`config.mk`:
```
export PLATFORM = sky130hd
export DESIGN_NAME = reg_bank_write_arbiter
export DESIGN_NICKNAME = d
export VERILOG_FILES = /design/src/rtl/reg_bank_write_arbiter.sv
export SDC_FILE = /design/constraint.sdc
export NUM_CORES = 1
export LEC_CHECK = 0
export CELL_PAD_IN_SITES_DETAIL_PLACEMENT = 0
export CELL_PAD_IN_SITES_GLOBAL_PLACEMENT = 1
export CORE_AREA = 2 2 55 57
export CTS_BUF_LIST = sky130_fd_sc_hd__clkbuf_2 sky130_fd_sc_hd__clkbuf_4 sky130_fd_sc_hd__clkbuf_8
export CTS_CLUSTER_DIAMETER = 120
export CTS_CLUSTER_SIZE = 28
export DETAILED_ROUTE_END_ITERATION = 10
export DIE_AREA = 0 0 57 59
export PLACE_DENSITY_LB_ADDON = 0.1
export SKIP_CTS_REPAIR_TIMING = 1
export SYNTH_ARGS = -nofsm -noshare
export SYNTH_HDL_FRONTEND = slang
export SYNTH_SLANG_ARGS = --single-unit
```
`constraint.sdc`:
```
create_clock -name clk -period 2 [get_ports clk]
set_input_delay 0.5 -clock clk [delete_from_list [all_inputs] [get_ports clk]]
set_output_delay 0.5 -clock clk [all_outputs]
set_load 0.02 [all_outputs]
```
`src/rtl/reg_bank_write_arbiter.sv`:
```
// reg_bank_write_arbiter
// Owns the write side of a bank of 2**AW load-enabled registers.
// After reset it walks the bank once and clears every register. It then
// shares the single write bus between requesters A and B. Arbitration is
// round-robin, and each grant is acknowledged with a one-cycle pulse.
// Every output comes straight from a flop.
module reg_bank_write_arbiter #(
  parameter int DW = 4,
  parameter int AW = 2,
  localparam int N_REG = 2 ** AW
) (
  input  logic             clk,
  input  logic             rst_n,
  input  logic             req_a,
  input  logic [AW-1:0]    addr_a,
  input  logic [DW-1:0]    data_a,
  output logic             ack_a,
  input  logic             req_b,
  input  logic [AW-1:0]    addr_b,
  input  logic [DW-1:0]    data_b,
  output logic             ack_b,
  output logic [N_REG-1:0] load,
  output logic [DW-1:0]    bus_in,
  output logic             init_done,
  output logic             last_grant
);

  // Controller states. WRITE is the single cycle in which load/ack are high.
  localparam logic [1:0] ST_INIT  = 2'd0;
  localparam logic [1:0] ST_IDLE  = 2'd1;
  localparam logic [1:0] ST_WRITE = 2'd2;

  // The init counter runs one past the last register. That extra count
  // is the cycle that drops load and raises init_done.
  localparam logic [AW:0] INIT_END = (AW + 1)'(N_REG);

  logic [1:0]       r_state;
  logic [AW:0]      r_init_cnt;
  logic             r_rr_ptr;      // 0: A wins a tie, 1: B wins a tie
  logic [N_REG-1:0] r_load;
  logic [DW-1:0]    r_bus_in;
  logic             r_ack_a;
  logic             r_ack_b;
  logic             r_init_done;
  logic             r_last_grant;

  logic             w_grant_valid;
  logic             w_grant_b;     // 1 when B is this cycle's winner
  logic [AW-1:0]    w_win_addr;
  logic [DW-1:0]    w_win_data;

  function automatic logic [N_REG-1:0] onehot(input logic [AW-1:0] idx);
    logic [N_REG-1:0] v;
    v      = '0;
    v[idx] = 1'b1;
    return v;
  endfunction

  // Pick the winner among the live requests. B wins when it is the only
  // requester, or when both request and the round-robin pointer favours B.
  always_comb begin
    // NOTE: every signal gets a value before any branch, so no path leaves
    // one unassigned. An unassigned path would infer a latch.
    w_grant_valid = req_a | req_b;
    w_grant_b     = req_b & (~req_a | r_rr_ptr);
    w_win_addr    = addr_a;
    w_win_data    = data_a;
    if (w_grant_b) begin
      w_win_addr = addr_b;
      w_win_data = data_b;
    end
  end

  // Main sequencer: clear walk, then grant / write / idle. Reset is
  // synchronous, so it is sampled inside the clocked block.
  always_ff @(posedge clk) begin
    // NOTE: state is updated with non-blocking assignments only. Every
    // right-hand side then sees the values from before this edge.
    if (!rst_n) begin
      r_state      <= ST_INIT;
      r_init_cnt   <= '0;
      r_rr_ptr     <= 1'b0;
      r_load       <= '0;
      r_bus_in     <= '0;
      r_ack_a      <= 1'b0;
      r_ack_b      <= 1'b0;
      r_init_done  <= 1'b0;
      r_last_grant <= 1'b0;
    end else begin
      case (r_state)
        ST_INIT: begin
          // Requests are not looked at until the walk is complete.
          r_ack_a <= 1'b0;
          r_ack_b <= 1'b0;
          if (r_init_cnt == INIT_END) begin
            r_load      <= '0;
            r_init_done <= 1'b1;
            r_state     <= ST_IDLE;
          end else begin
            r_load     <= onehot(r_init_cnt[AW-1:0]);
            r_bus_in   <= '0;
            r_init_cnt <= r_init_cnt + (AW + 1)'(1);
          end
        end

        ST_IDLE: begin
          if (w_grant_valid) begin
            r_load       <= onehot(w_win_addr);
            r_bus_in     <= w_win_data;
            r_ack_a      <= ~w_grant_b;
            r_ack_b      <= w_grant_b;
            r_last_grant <= w_grant_b;
            // The loser of this grant gets priority on the next tie.
            r_rr_ptr     <= ~w_grant_b;
            r_state      <= ST_WRITE;
          end else begin
            // bus_in keeps its last value while the bus is idle.
            r_load  <= '0;
            r_ack_a <= 1'b0;
            r_ack_b <= 1'b0;
          end
        end

        ST_WRITE: begin
          // The register captures at this edge. A request that is still
          // held is looked at again in the following IDLE cycle.
          r_load  <= '0;
          r_ack_a <= 1'b0;
          r_ack_b <= 1'b0;
          r_state <= ST_IDLE;
        end

        default: begin
          // An unreachable encoding restarts the clear walk.
          r_state    <= ST_INIT;
          r_init_cnt <= '0;
          r_load     <= '0;
          r_ack_a    <= 1'b0;
          r_ack_b    <= 1'b0;
        end
      endcase
    end
  end

  assign load       = r_load;
  assign bus_in     = r_bus_in;
  assign ack_a      = r_ack_a;
  assign ack_b      = r_ack_b;
  assign init_done  = r_init_done;
  assign last_grant = r_last_grant;

endmodule
```
==> out/results.ini <==
[setup_path]
max_stage_delay_ps = 610
worstPathCellList = clkdlybuf4s50_1
cp_max_fo = 2
crit_slowest_cell = clkdlybuf4s50_1
critPathRequiredTime_ps = 1500
r2r_end = r_state[0]
critPathBufInv = 1
reg2reg_setup_slack_ps = 270
cp_top_family = buffers and inverters
crit_path_end_kind = output pin
worstSetupPathType = flop to output pin
start_kind = flop
rr_startpoint = r_state[1]
crit_arrival_ps = 1250
ff2ff_path_depth = 5

[floorplan]
die_y_um = 59
core_mm2 = 0.00271
io_pins = 28
initial_utilization = 0.348
fp.dieArea_mm2 = 0.00336
num_rows = 19
die_x_um = 57

[logic_synthesis]
syn_nets = 129
synth_top_family_by_area = compound AO/OA/AOI/OAI gates
seq_area_frac_synth = 0.382
syn_avg_cell_area_um2 = 8.98
synth-compound-area-share = 0.221
synthFlopType = dfxtp_1
synth-simple-area-share = 0.198
syn-instance-count = 105
syn_area_um2 = 943
yosys-mux-area-fraction = 0.0424
async_reset_ff_frac = 0
synth_top_cell_by_area = dfxtp_1
synth_xor_xnor_area_share = 0
synth-edff-count = 0
synth_fa_ha_area_frac = 0.106
synth-seq-cells = 18
synth_warnings = 0
synth_cell_types = 35
synth_top_area_frac = 0.382
synth.area.top_cells = dfxtp_1 38%, ha_1 11%, nand2_1 5.6%

[min_path]
min_path_type = flop to flop
min_from = bus_in[1]
hold_depth = 2
worst_hold_path.endpoint = bus_in[1]

[clock_tree]
clock_path_buffers = 2
ctsHtreeMaxLevel = 1
clkTransAtPathRegs_ps = 100
clock_latency_ps = 290
cts_tree = yes
clock_sinks = 18
cts_root_buf = clkbuf_4
cts_buffers = 3

[layout]
fin_area_mm2 = 0.00127
fin_nets = 158
syn2layout_area_growth_pct = 34.7
diodes = 0
drive_gt1_frac = 0.0677

[pwr]
p_per_area_mw_per_mm2 = 1000
leakage_nw = 0.507
ir_drop_mv = 0.675

[sta]
relSlewSlack = 0.723
fin_hold_ws_ps = 467
tightest_slew_ps = 414
skew_ps = 3.69
rsz0062_at_grt = false
timing.final.crit_period_ps = 1750
slew_viol_final = 0
clock.fmax_mhz = 570
layout_worst_path_cycle_share = 0.877
hold_violations = 0
setup_viol = 0

[grt]
overflow = 0
grt_pass1_wl_um = 3510
grt_pass1_vias = 800
antenna_found_initial = 0
grt_max_degree = 13
grt_usage = 0.132

[flow_run]
maxCapViolCount = 0

[detailed_routing]
wl_per_cell_um = 12.6
ant_nets = 0
route.detailed.drc = 0
dr.first_iter.drc_count = 24
routed_wl_um = 2070
vias = 844
firstDrtPassIters = 4
via_per_inst = 5.15

[placement]
hpwl_um = 1600
place_area_mm2 = 0.00123
port_buffers = 27
gp_congestion = 0.718

[outcome]
status = complete, no violations

## how the worst max path moves through the flow
stage	startpoint	endpoint	slack, ps	cells past startpoint
2_1_floorplan	r_state[0]	r_state[0]	470	6
3_3_place_gp	req_b	load[2]	-10	5
3_5_place_dp	req_b	load[2]	-30	5
4_1_cts	last_grant	last_grant	230	1
5_1_grt	r_state[1]	bus_in[0]	150	6
6_report	last_grant	last_grant	250	1
## layout by cell type, fill, tap and decap left out, types with 4 or more instances in the layout
master	n
clkdlybuf4s50_1	27
dfxtp_1	18
ha_1	8
inv_1	6
mux2i_1	4
nand2_1	14
nor2_1	6
o21ai_0	10
## sequential cells by signal, summed over array words and instances, names as in the netlist
| signal | flops |
|---|---|
| ack_a | 1 |
| ack_b | 1 |
| bus_in | 4 |
| init_done | 1 |
| last_grant | 1 |
| load | 4 |
| r_init_cnt | 3 |
| r_rr_ptr | 1 |
| r_state | 2 |
## cell type report
type	count	area (um2)
fillers	278	1440
multi-input cells	77	536
flip-flops and latches	18	360
repair buffers	28	278
well taps	31	38.8
clock buffers	4	36.3
inverters	6	22.5
## tightest hold or removal path, stage by stage (launching register included)
cell	delay, ps
dfxtp_1	340
nand2_1	40
o21ai_0	60
## synthesized netlist by cell type (3+ instances only)
cell and instances:
nand2_1 14, a21boi_1 3, o21ai_0 10, mux2i_1 4
nand3_1 3, ha_1 8, nor2_1 6, inv_1 6
dfxtp_1 18, a21oi_1 3
## routing by layer
metal | share of wire | global-route usage | vias up
li1 | - | - | 425
met1 | 0.48 | 0.167 | 387
met2 | 0.44 | 0.205 | 28
met3 | 0.065 | 0.0349 | 4
met4 | 0.015 | 0.0698 | 0
met5 | 0 | 0 | -
## report_power, final
part	total, mW	leakage [nW]	internal (mW)	switching (mW)
combinational	0.575	0.340	0.266	0.308
sequential	0.476	0.146	0.431	0.0455
clock	0.221	0.0210	0.111	0.110
total	1.27	0.507	0.808	0.464
## stage by stage
stage	utilization	instances	power (mW)	setup TNS, ps	setup WS (ps)
4_1_cts	0.469	164	1.29	0	232
3_3_place_gp	0.456	160	1.05	-11.8	-11.8
3_5_place_dp	0.456	160	1.06	-38.2	-27.4
5_1_grt	0.469	164	1.38	0	150
6_report	0.469	164	1.27	0	247
2_1_floorplan	-	105	0.896	0	475
## kinds of logic after synthesis
kind of cell / count (synthesis)
compound gates: 30
fa+ha+maj: 8
buf+inv: 10
flops: 18
mux: 4
simple gates: 35
Power figures use the tool's default switching activity.
